--- src/rtl/adder_pkg.sv ---
// Shared helpers and stage flag bundle for the chunked pipelined adder.
// Define PIPE_ADDER_OVF_EN to build the signed-overflow flag path.
package adder_pkg;

    function automatic int chunk_w(input int width, input int stages);
        return width / stages;
    endfunction

    function automatic bit split_ok(input int width, input int stages);
        return (stages >= 1) && (stages <= width) && (width % stages == 0);
    endfunction

    typedef struct packed {
        logic valid;
        logic carry;
`ifdef PIPE_ADDER_OVF_EN
        logic ovf;
`endif
    } stage_flags_t;

endpackage

--- src/rtl/adder_slice.sv ---
// Combinational ripple adder for one chunk; also exposes the carry into
// the slice MSB so the top slice can form the signed overflow flag.
module adder_slice #(
    parameter int WIDTH = 8
) (
    input  logic [WIDTH-1:0] a,
    input  logic [WIDTH-1:0] b,
    input  logic             cin,
    output logic [WIDTH-1:0] s,
    output logic             cout,
    output logic             c_msb_in
);

    always_comb begin
        logic carry;
        carry    = cin;
        s        = '0;
        c_msb_in = 1'b0;
        for (int i = 0; i < WIDTH; i++) begin
            if (i == WIDTH - 1)
                c_msb_in = carry;
            s[i]  = a[i] ^ b[i] ^ carry;
            carry = (a[i] & b[i]) | (carry & (a[i] ^ b[i]));
        end
        cout = carry;
    end

endmodule

--- src/rtl/pipelined_adder.sv ---
// Pipelined WIDTH-bit adder/subtractor, one CHUNK-bit ripple per stage.
// Define PIPE_ADDER_OVF_EN to compute and pipeline the ovf flag.
module pipelined_adder
    import adder_pkg::*;
#(
    parameter int WIDTH  = 32,
    parameter int STAGES = 4
) (
    input  logic             clk,
    input  logic             rst_n,
    input  logic             in_valid,
    output logic             in_ready,
    input  logic [WIDTH-1:0] A,
    input  logic [WIDTH-1:0] B,
    input  logic             Cin,
    input  logic             sub,
    output logic             out_valid,
    input  logic             out_ready,
    output logic [WIDTH-1:0] S,
    output logic             Cout,
    output logic             ovf
);

    localparam int CHUNK = chunk_w(WIDTH, STAGES);

    typedef struct packed {
        stage_flags_t     f;
        logic [WIDTH-1:0] sum;
        logic [WIDTH-1:0] a;
        logic [WIDTH-1:0] b;
    } stage_t;

    if (!split_ok(WIDTH, STAGES)) begin : g_bad_split
        $error("pipelined_adder: WIDTH must be a multiple of STAGES");
    end

    logic              advance;
    logic [STAGES-1:0] c_msb;
    stage_t            head;
    stage_t            regs [STAGES];
    stage_t            last;

    // Subtract is folded in here so the stages only ever add.
    always_comb begin
        head         = '0;
        head.f.valid = in_valid;
        head.f.carry = sub | Cin;
        head.a       = A;
        head.b       = sub ? ~B : B;
    end

    for (genvar k = 0; k < STAGES; k++) begin : g_st
        stage_t           src;
        stage_t           nxt;
        stage_t           q;
        logic [CHUNK-1:0] s_k;
        logic             co_k;

        if (k == 0) begin : g_head
            assign src = head;
        end else begin : g_link
            assign src = regs[k-1];
        end

        adder_slice #(
            .WIDTH(CHUNK)
        ) u_slice (
            .a       (src.a[k*CHUNK +: CHUNK]),
            .b       (src.b[k*CHUNK +: CHUNK]),
            .cin     (src.f.carry),
            .s       (s_k),
            .cout    (co_k),
            .c_msb_in(c_msb[k])
        );

        always_comb begin
            nxt                        = src;
            nxt.sum[k*CHUNK +: CHUNK]  = s_k;
            nxt.f.carry                = co_k;
`ifdef PIPE_ADDER_OVF_EN
            nxt.f.ovf = (k == STAGES - 1) ? (c_msb[k] ^ co_k) : 1'b0;
`endif
        end

        always_ff @(posedge clk or negedge rst_n) begin
            if (!rst_n)
                q <= '0;
            else if (advance)
                q <= nxt;
        end

        assign regs[k] = q;
    end

    assign last      = regs[STAGES-1];
    assign out_valid = last.f.valid;
    assign S         = last.sum;
    assign Cout      = last.f.carry;
    assign advance   = !out_valid || out_ready;
    assign in_ready  = advance;

`ifdef PIPE_ADDER_OVF_EN
    assign ovf = last.f.ovf;
`else
    assign ovf = 1'b0;
`endif

    // Operand copies in the final register have no consumer.
    logic unused_tail;
    assign unused_tail = ^{c_msb, last.a, last.b};

endmodule

--- config.mk ---
export PLATFORM = sky130hd
export DESIGN_NAME = pipelined_adder
export DESIGN_NICKNAME = d
export VERILOG_FILES = /design/src/rtl/adder_pkg.sv /design/src/rtl/adder_slice.sv /design/src/rtl/pipelined_adder.sv
export SDC_FILE = /design/constraint.sdc
export NUM_CORES = 1
export LEC_CHECK = 0
export CAP_MARGIN = 25
export CORE_MARGIN = 1
export CORE_UTILIZATION = 40
export CTS_BUF_LIST = sky130_fd_sc_hd__clkbuf_4 sky130_fd_sc_hd__clkbuf_8
export DETAILED_ROUTE_END_ITERATION = 6
export GPL_ROUTABILITY_DRIVEN = 0
export HOLD_SLACK_MARGIN = 0.12
export PLACE_DENSITY = 0.66
export SYNTH_ARGS = -nofsm -noshare
export SYNTH_HDL_FRONTEND = slang
export SYNTH_SLANG_ARGS = --single-unit
export TNS_END_PERCENT = 10
--- constraint.sdc ---
create_clock -name clk -period 4.3 [get_ports clk]
set_clock_uncertainty 0.05 [all_clocks]
set_input_delay 1.075 -clock clk [delete_from_list [all_inputs] [get_ports clk]]
set_output_delay 1.075 -clock clk [all_outputs]
set_load 0.02 [all_outputs]
* Yosys cells after proc, flatten, opt, wreduce, memory -nomap -nowiden
Cells that the tools add are included.
** Word-level totals
- Register bits :: 280
- Latch bits :: 0
- Memory bits (writable) :: 0
- ROM bits :: 0
- Input bits :: 70
- Output and inout port bits :: 36
- Logic and storage cells :: 183
- Memories :: 0
** Operators by class
- Add/subtract/negate cells :: 0
- $mul :: 0
- Divide/modulo/power cells :: 0
- Order comparisons :: 0
- Equality and inequality tests :: 0
- Shift-type cells :: 0
- Mux-type cells :: 1
- Bitwise gates (word level) :: 162
- Reductions and logical operators :: 2
** Operators with widths (count)
- bitwise AND 1 bit :: 64
- XOR 1 bit :: 64
- OR 1 bit :: 33
- 2-to-1 mux 32 bit :: 1
- inverter 32 bit :: 1
- logical NOT 1 bit :: 1
- logical OR 1 bit :: 1

* Depth between registers and ports, before layout
- Word-level depth :: 19
- Mapped depth :: 15
- Mapped depth without buffers :: 13

* By module
A second synthesis with hierarchy kept.
** Unflattened totals
- Cells, all modules :: 501
- Area total of the unflattened synthesis :: 8567.0 um2
** Modules (own cells, without submodules)
- pipelined_adder :: times used 1, cells each 429, area an instance 7776.2 um2, seq. area each 4604.4 um2
- adder_slice :: times used 4, cells each 18, area an instance 197.7 um2, seq. area each 0.0 um2

* Worst setup path before layout
No wires, ideal clock.
- Kind :: input to register
- Start :: input sub
- End :: register g_st[0].q[71] in the netlist's numbering
- Setup time :: 0.125 ns
- Arrival :: 4.997 ns
- Data required time :: 4.125 ns
- Slack :: -0.872 ns
- Stages :: 15
- Path buffers :: 2
- Cell sequence :: buf_2 -> buf_2 -> nor2_1 -> fa_1 -> inv_1 -> fa_1 -> inv_1 -> fa_1 -> fa_1 -> fa_1 -> fa_1 -> fa_1 -> inv_1 -> fa_1 -> mux2_4
** RTL lines
- start, declared :: line pipelined_adder.sv:16 : input logic sub,
- end signal, assigned :: line pipelined_adder.sv:89 : q <= nxt;
- end, declared :: line pipelined_adder.sv:55 : stage_t q;

==> summary.md <==
| Metric | Value |
|---|---|
| Status | finished clean |
| Antenna Cells | 0 |
| Clk slew on worst S/H paths | 0.10 ns |
| Largest net degree at the start of global routing | roughly 110 |
| Syn Inst Count | a little over 500 |
| Slew headroom | between 30% and 40% |
| # fillers | 1725 |
| Placed Area | 9703 um2 |
| Starting Density | 41.32% |
| Final setup viols | 0 |
| Fin cells | about 900 |
| Most frequent cells in the layout | 184 x dfrtp_1, 130 x mux2_4, 98 x clkdlybuf4s50_1, 36 x mux2_2, 27 x inv_1 |
| Port Buffers | roughly 100 |
| Via density | between 4 and 5 |
| LEAKAGE | 4.671 nW |
| Worst setup margin | 0.09334 ns |
| Total power | between 7 and 8 mW |
| Core ar. | 20490 um2 |
| F_max | 237.7 MHz |
| Placed Instances | between 800 and 900 |
| Clock Path Buffers | 2 |
| RSZ-0062 raised after global routing | false |
| Mapped Area | about 8500 um2 |
| Worst-margin pin slew | 0.9410 ns |
| DRT Pass-1 Iters | 4 |
| Final Hold Violating Endpoints | 0 |
| Startpoint types | primary input |
| Worst slack, placed | -0.8360 ns |
| Drc violations | 0 |
| Area grow syn2layout | 20.30% |
| TritonCTS buffer count | 17 |
| Routed Antenna Nets | 0 |
| Worst Setup End Kind | flip-flop |
| Antenna violations before repair | 0 |
| Max Cap Violations | 0 |
| Post-layout minimum cycle time | roughly 4.2 ns |
| Yosys warns | 0 |
| CTS Sinks | 184 |
| Proportion of layout cells with a drive suffix above 1 | 35.74% |
| HP Class | flip-flop to flip-flop |
| PwrDens | 703.5 nW/um2 |
| Post-DP HPWL | 9.508 mm |
| First-pass GRT wire length | 24.43 mm |
| Final Util | 49.71% |
| Post-CTS Hold Buffers | 0 |
| Routed wire length | roughly 14 mm |
| Row Count | 52 |
| Leading cell type in the layout, fill and taps excluded | dfrtp_1 |
| Sequential element share of the synthesized area | a little over half |
| WL per Instance | 16.06 um |
| Library cells used by synthesis | 17 |
| Synth Area per Inst | 16.67 um2 |
| Design area | 10190 um2 |
| IO Count | ~110 |
| Yosys reg bits | 184 |
| Worst EP required | 4.60 ns |
| CP arrival | about 4.5 ns |
| Overall routing resource usage | 14.51% |
| Nets | 714 |
| Initial DRC count | 196 |
| Die Y | 147.5 um |
| CTS root buf | clkbuf_8 |
| Via count | 4147 |
| Setup Crit Path Kind | primary input to flip-flop |
| Die area | roughly 22000 um2 |
| Post-synthesis net count | 610 |
| GR Overflow Total | 0 |
| H-tree depth | 4 |
| Hold WS | around 0.42 ns |
| Fin crit share | 97.83% |
| CP Max Fanout | 1 |
| Clock Latency Late Sink | between 0.4 and 0.5 ns |
| Worst vdd ir | 0.3776 mV |
| TritonCTS clock tree | yes |
| Max-slew violations | 0 |
| Vias in the first global route | 4656 |
| Setup tns final | 0 ns |
| DIE WIDTH | 147.5 um |
==> per-layer routing <==
metal	routed length [um]	GRT usage [%]	vias up
met5	0	0	-
li1	-	-	1902
met4	164	4.485	0
met3	660	4.259	11
met2	6784	22.55	77
met1	6747	19.60	2157
==> critical path: stages <==
cell and delay [ns]:
clkdlybuf4s15_1 0.17, inv_1 0.05, fa_2 0.36, inv_2 0.07
fa_2 0.19, inv_2 0.04, fa_2 0.37, fa_2 0.37
fa_2 0.37, fa_2 0.37, fa_2 0.36, inv_2 0.07
fa_1 0.37, mux2_4 0.26
==> cells in the mapped netlist <==
library cell  instances  area (um2)
dfrtp_1             184        4604
mux2_4              130        1952
mux2_2               36       405.4
fa_1                 32       640.6
inv_1                30       112.6
xor2_1               24       210.2
buf_6                17       191.4
a21oi_1              15       75.07
nor3b_1              15       112.6
buf_2                 8       40.04
xnor2_1               8       70.07
clkbuf_1              2       7.510
mux2i_1               2       20.02
nand2b_1              2       12.51
buf_4                 1       7.510
conb_1                1       3.750
nor2_1                1       3.750
==> cell type report <==
cell class,instances,area [um2],area share [%]
inverter,30,112.6,1.105
clock inverter,12,175.2,1.719
tap,270,337.8,3.316
sequential,184,4604,45.19
clock buffer,19,255.2,2.505
timing repair buffer,113,1146,11.25
multi-input combinational,266,3557,34.91
==> flip-flops by register name, indices dropped and copies added, names as in the netlist <==
register / cells
S: 32
Cout: 1
out_valid: 1
g_st.q: 150
==> path summary, 6_finish.rpt <==
check	from	endpoint	slack, ns	cells past startpoint
setup / recovery	A[0]	g_st[0].q[71]	0.09	14
hold / removal	g_st[2].q[97]	out_valid	0.42	1
setup reg to reg	g_st[1].q[16]	g_st[2].q[87]	0.46	12
hold reg to reg	g_st[2].q[97]	out_valid	0.42	1
max in group asynchronous	rst_n	g_st[0].q[45]	2.78	2
min in group asynchronous	rst_n	S[2]	0.59	1
==> logic make-up (layout without fill, tap and decap cells) <==
kind of cell | after synthesis | after routing | synth area share, %
DFF | 184 | 184 | 54.37
muxes | 168 | 168 | 28.07
buffers and inverters | 58 | 174 | 4.240
adders and majority gates | 32 | 32 | 7.564
xor gates and xnor gates | 32 | 32 | 3.309
and+or+nand+nor | 18 | 18 | 1.522
AOI/OAI and AO/OA | 15 | 15 | 0.8864
other | 1 | 1 | 0.04428
==> report_power, final <==
part	internal [mW]	leakage (nW)	switching [mW]
clock network	0.651	0.211	0.605
registers	2.51	2.13	0.512
logic	1.80	2.33	1.08
==> repair_timing <==
item                       4_1_cts  5_1_grt
pin swaps                        9        5
gates resized for setup         26        0
setup endpoints to repair        1        1
buffers inserted                 1        0
Power figures use the tool's default switching activity.
